[config.mk]
export PLATFORM = sky130hd
export DESIGN_NAME = dsp_lane_packer_v3
export DESIGN_NICKNAME = d
export VERILOG_FILES = /design/src/rtl/dsp_simd_pkg.sv /design/src/rtl/dsp_lane_packer_v3.sv
export SDC_FILE = /design/constraint.sdc
export NUM_CORES = 1
export LEC_CHECK = 0
export CORE_AREA = 2 2 123 125
export DETAILED_ROUTE_END_ITERATION = 7
export DIE_AREA = 0 0 125 127
export HOLD_SLACK_MARGIN = 0.03
export PLACE_DENSITY = 0.79
export SYNTH_ARGS = -nofsm -noshare
export SYNTH_HDL_FRONTEND = slang
export SYNTH_SLANG_ARGS = --single-unit
[constraint.sdc]
create_clock -name clock -period 4.7 [get_ports clock]
set_input_delay 0.94 -clock clock [delete_from_list [all_inputs] [get_ports clock]]
set_output_delay 0.94 -clock clock [all_outputs]
set_load 0.05 [all_outputs]
[src/rtl/dsp_simd_pkg.sv]
// Shared definitions for the three-lane 12-bit SIMD DSP primitives and their packer.
package dsp_simd_pkg;

  localparam int LANES  = 3;
  localparam int LANE_W = 12;

  typedef enum logic {FILL, HOLD} pack_state_t;

  // Lane-valid mask for a bundle whose last filled lane index is `count`.
  function automatic logic [LANES-1:0] lane_mask(input logic [1:0] count);
    case (count)
      2'd0:    lane_mask = 3'b001;
      2'd1:    lane_mask = 3'b011;
      default: lane_mask = 3'b111;
    endcase
  endfunction

endpackage

[src/rtl/dsp_lane_packer_v3.sv]
// Gathers up to three scalar operand pairs into one registered SIMD bundle,
// with a fill buffer that can hold a finished bundle while the consumer stalls.
module dsp_lane_packer_v3
  import dsp_simd_pkg::*;
#(
  parameter int width = 12
) (
  input  logic             clock,
  input  logic             reset,
  input  logic             in_valid,
  output logic             in_ready,
  input  logic [width-1:0] in_a,
  input  logic [width-1:0] in_b,
  input  logic             in_last,
  output logic             out_valid,
  input  logic             out_ready,
  output logic [width-1:0] a0,
  output logic [width-1:0] a1,
  output logic [width-1:0] a2,
  output logic [width-1:0] b0,
  output logic [width-1:0] b1,
  output logic [width-1:0] b2,
  output logic [2:0]       out_mask
);

  generate
    if (width < 1 || width > LANE_W) begin : g_bad_width
      $error("dsp_lane_packer_v3: width must be in 1..12");
    end
  endgenerate

  pack_state_t      state_p0;
  logic [1:0]       count_p0;
  logic [LANES-1:0] hold_mask_p0;
  logic [width-1:0] slot_a_p0 [LANES];
  logic [width-1:0] slot_b_p0 [LANES];

  logic             fire;
  logic             completing;
  logic             out_free;
  logic             load_fill;
  logic             load_hold;
  logic [LANES-1:0] src_mask;
  logic [width-1:0] nxt_a [LANES];
  logic [width-1:0] nxt_b [LANES];

  assign in_ready   = (state_p0 == FILL);
  assign fire       = in_valid && in_ready;
  assign completing = (count_p0 == 2'd2) || in_last;
  assign out_free   = !out_valid || out_ready;
  assign load_fill  = fire && completing && out_free;
  assign load_hold  = (state_p0 == HOLD) && out_free;

  // Bundle assembly: in FILL the incoming pair occupies lane `count`; lanes
  // outside the mask are forced to zero so stale slot data never leaks out.
  always_comb begin
    src_mask = (state_p0 == HOLD) ? hold_mask_p0 : lane_mask(count_p0);
    for (int i = 0; i < LANES; i++) begin
      nxt_a[i] = '0;
      nxt_b[i] = '0;
      if (src_mask[i]) begin
        if (state_p0 == FILL && count_p0 == 2'(i)) begin
          nxt_a[i] = in_a;
          nxt_b[i] = in_b;
        end else begin
          nxt_a[i] = slot_a_p0[i];
          nxt_b[i] = slot_b_p0[i];
        end
      end
    end
  end

  // Fill buffer and output register set
  always_ff @(posedge clock or negedge reset) begin
    if (!reset) begin
      state_p0     <= FILL;
      count_p0     <= 2'd0;
      hold_mask_p0 <= '0;
      for (int i = 0; i < LANES; i++) begin
        slot_a_p0[i] <= '0;
        slot_b_p0[i] <= '0;
      end
      out_valid <= 1'b0;
      out_mask  <= '0;
      a0 <= '0; a1 <= '0; a2 <= '0;
      b0 <= '0; b1 <= '0; b2 <= '0;
    end else begin
      if (out_valid && out_ready) out_valid <= 1'b0;

      if (fire) begin
        slot_a_p0[count_p0] <= in_a;
        slot_b_p0[count_p0] <= in_b;
        if (!completing) begin
          count_p0 <= count_p0 + 2'd1;
        end else if (!out_free) begin
          hold_mask_p0 <= lane_mask(count_p0);
          state_p0     <= HOLD;
        end else begin
          count_p0 <= 2'd0;
        end
      end

      if (load_hold) begin
        state_p0 <= FILL;
        count_p0 <= 2'd0;
      end

      if (load_fill || load_hold) begin
        out_valid <= 1'b1;
        out_mask  <= src_mask;
        a0 <= nxt_a[0]; a1 <= nxt_a[1]; a2 <= nxt_a[2];
        b0 <= nxt_b[0]; b1 <= nxt_b[1]; b2 <= nxt_b[2];
      end
    end
  end

endmodule

==> flow_metrics.py <==
metrics = {
    "critical_path": {
        "crit_type": "reg -> out",
        "cp-start-kind": "register",
        "cp-end-kind": "primary output",
        "worstPathRequired_ns": 3.76,
        "slowest_stage": "clkdlybuf4s50_1",
        "critical-path-max-stage-delay_ns": 0.79,
        "path_cells": "clkinv_1 -> clkdlybuf4s50_1",
        "critical_path.max_fanout": 12,
        "crit_arrival_ns": 2.22,
    },
    "sta": {
        "relSlewSlack_pct": 11.3,
        "min_period_ns": 3.16,
        "setup_viol": 0,
        "final-hold-violation-count": 0,
        "fin_skew_ns": 0.00621,
        "max_freq_mhz": 316,
        "fin_crit_sh_pct": 67.3,
        "report.final.slew_viol_count": 0,
        "rsz0062_at_grt": "false",
        "fin_setup_tns_ns": 0,
        "worstMarginPinSlew_ns": 1.33,
        "timing.hold.ws_ns": 0.505,
    },
    "detailed_routing": {
        "drt-wirelength-per-cell_um": 22.0,
        "vias": 5102,
        "drc": 0,
        "drt_iter0_drc": 437,
        "antenna_left": 0,
        "routed_wl_um": 17900,
        "firstDrtPassIters": 5,
        "via_per_inst": 6.27,
    },
    "floorplan": {
        "fp.coreArea_um2": 14400,
        "ioPinCount": 106,
        "rows": 44,
        "die_area_um2": 15900,
        "die-width_um": 125,
        "die_height_um": 127,
        "start_util_pct": 49.1,
    },
    "clock_tree": {
        "clock_latency_ns": 0.42,
        "cts_hold_buf": 0,
        "htreeDepth": 4,
        "cts_sinks": 154,
        "cts-root-buf": "clkbuf_16",
        "post_cts_buffers": 0,
        "ctsResizeCount": 0,
        "cts_tree": "yes",
        "cts_buffers": 17,
        "cts_max_path_buffers": 2,
        "clkSlewWorstSetupHoldPaths_ns": 0.06,
    },
    "placement": {
        "routabilityCongestion": 0.820,
        "placed_cells": 784,
        "dp_hpwl_um": 10700,
        "io_buffers": 105,
    },
    "global_routing": {
        "grt.overflow.total": 0,
        "grt_pass1_wl_um": 28800,
        "track_usage_pct": 22.9,
        "antenna_found_initial": 0,
        "grt_max_degree": 129,
        "grt_pass1_vias": 5347,
    },
    "finish": {
        "layout_commonest_cell": "dfrtp_1",
        "finalNetCount": 652,
        "drive_above_1_share_pct": 19.7,
        "area_delta_synth_final_pct": 23.3,
        "mostFrequentLayoutCells": "dfrtp_1 (154), o31ai_1 (148), clkdlybuf4s50_1 (104)",
        "post-route-util_pct": 60.6,
        "antenna_cells": 0,
        "layout.cells.non_filler": 814,
    },
    "outcome": {
        "status": "finished, final reports clean",
    },
    "pwr": {
        "fin_total_pwr_mw": 7.39,
        "power_leakage_nw": 3.90,
        "pwr_density_cell_nw_per_um2": 846,
        "ir_drop_uv": 431,
    },
    "synth": {
        "yosys_warnings": 0,
        "ys.flop_type": "dfrtp_1",
        "ys_types": 26,
        "synthCells": 543,
        "yosysSeqAreaShare_pct": 54.4,
        "synth_enable_flop_cells": 0,
        "synth_area_um2": 7080,
        "synthArstFlopShare_pct": 100,
        "syn_nets": 576,
        "synth_seq_cells": 154,
        "avgSynthCellArea_um2": 13.0,
    },
    "run": {
        "drv_cap": 0,
    },
    "min_path": {
        "hold_class": "reg -> reg",
    },
}
per-layer routing:
metal	track usage (%)	vias up	wire length (µm)
met3	4.19	34	871
met4	10.9	0	432
met1	29.3	2653	7590
li1	-	2230	-
met2	38.2	185	8990
met5	0	-	0
cells in the mapped netlist, types with 3 or more instances:
cell | n | area, µm²
o21ai_0 | 4 | 20.0
nor2_1 | 5 | 18.8
clkbuf_1 | 24 | 90.1
a21oi_1 | 3 | 15.0
buf_2 | 15 | 75.1
o31ai_1 | 148 | 1110
ha_1 | 4 | 50.1
buf_6 | 6 | 67.6
buf_4 | 10 | 75.1
nand2b_1 | 4 | 25.0
mux2i_1 | 73 | 731
dfrtp_1 | 154 | 3850
mux2_2 | 73 | 822
inv_1 | 3 | 11.3
flip-flops by register name, summed over array words and instances, names as in the netlist:
| register | flops |
|---|---|
| b1 | 12 |
| slot_a_p0 | 36 |
| count_p0 | 2 |
| hold_mask_p0 | 3 |
| a0 | 12 |
| b2 | 12 |
| a2 | 12 |
| slot_b_p0 | 36 |
| a1 | 12 |
| out_mask | 3 |
| b0 | 12 |
| state_p0 | 1 |
| out_valid | 1 |
worst max-delay path: cells and delay by family, from the launching register on:
kind	cells	cell delay, ns
buf+inv	2	1.16
flops	1	0.63
worst paths after layout:
check,from,end,slack [ns],cells past startpoint
max,state_p0$_DFFE_PN0P_,in_ready,1.54,2
min,hold_mask_p0[0]$_DFFE_PN0P_,hold_mask_p0[0]$_DFFE_PN0P_,0.51,1
max reg2reg,state_p0$_DFFE_PN0P_,b0[11]$_DFFE_PN0P_,2.21,3
min reg2reg,hold_mask_p0[0]$_DFFE_PN0P_,hold_mask_p0[0]$_DFFE_PN0P_,0.51,1
max in group asynchronous,reset,slot_a_p0[8]$_DFFE_PN0P_,2.95,2
min in group asynchronous,reset,slot_b_p0[21]$_DFFE_PN0P_,0.67,1
metrics by stage:
step	worst slack, ns	area [µm²]
after floorplan	2.58	7080
after global placement	1.49	8150
after detailed placement	1.45	8150
after CTS	1.54	8740
after global routing	1.43	8740
final	1.54	8740
power by group:
part	switching (mW)	total, mW	leakage (nW)	internal (mW)
Sequential	0.416	2.40	1.92	1.98
Clock	0.513	1.36	0.287	0.844
Combinational	2.26	3.63	1.70	1.38
logic make-up (layout without fill, tap and decap cells):
family,Yosys count,count (layout),share of synthesized area (%)
compound gates,157,157,16.4
fa+ha+maj,4,4,0.707
buf+inv,59,146,4.56
flops,154,154,54.4
mux,146,146,21.9
simple gates,23,23,1.98
layout make-up:
cell class / count / area [µm²]
well taps: 184 / 230
repair buffers: 112 / 1100
flip-flops and latches: 154 / 3850
clock inverters: 7 / 90.1
fillers: 1110 / 5690
multi-input cells: 330 / 2940
clock buffers: 23 / 498
inverters: 4 / 15.0
(Power assumes the default switching activity.)
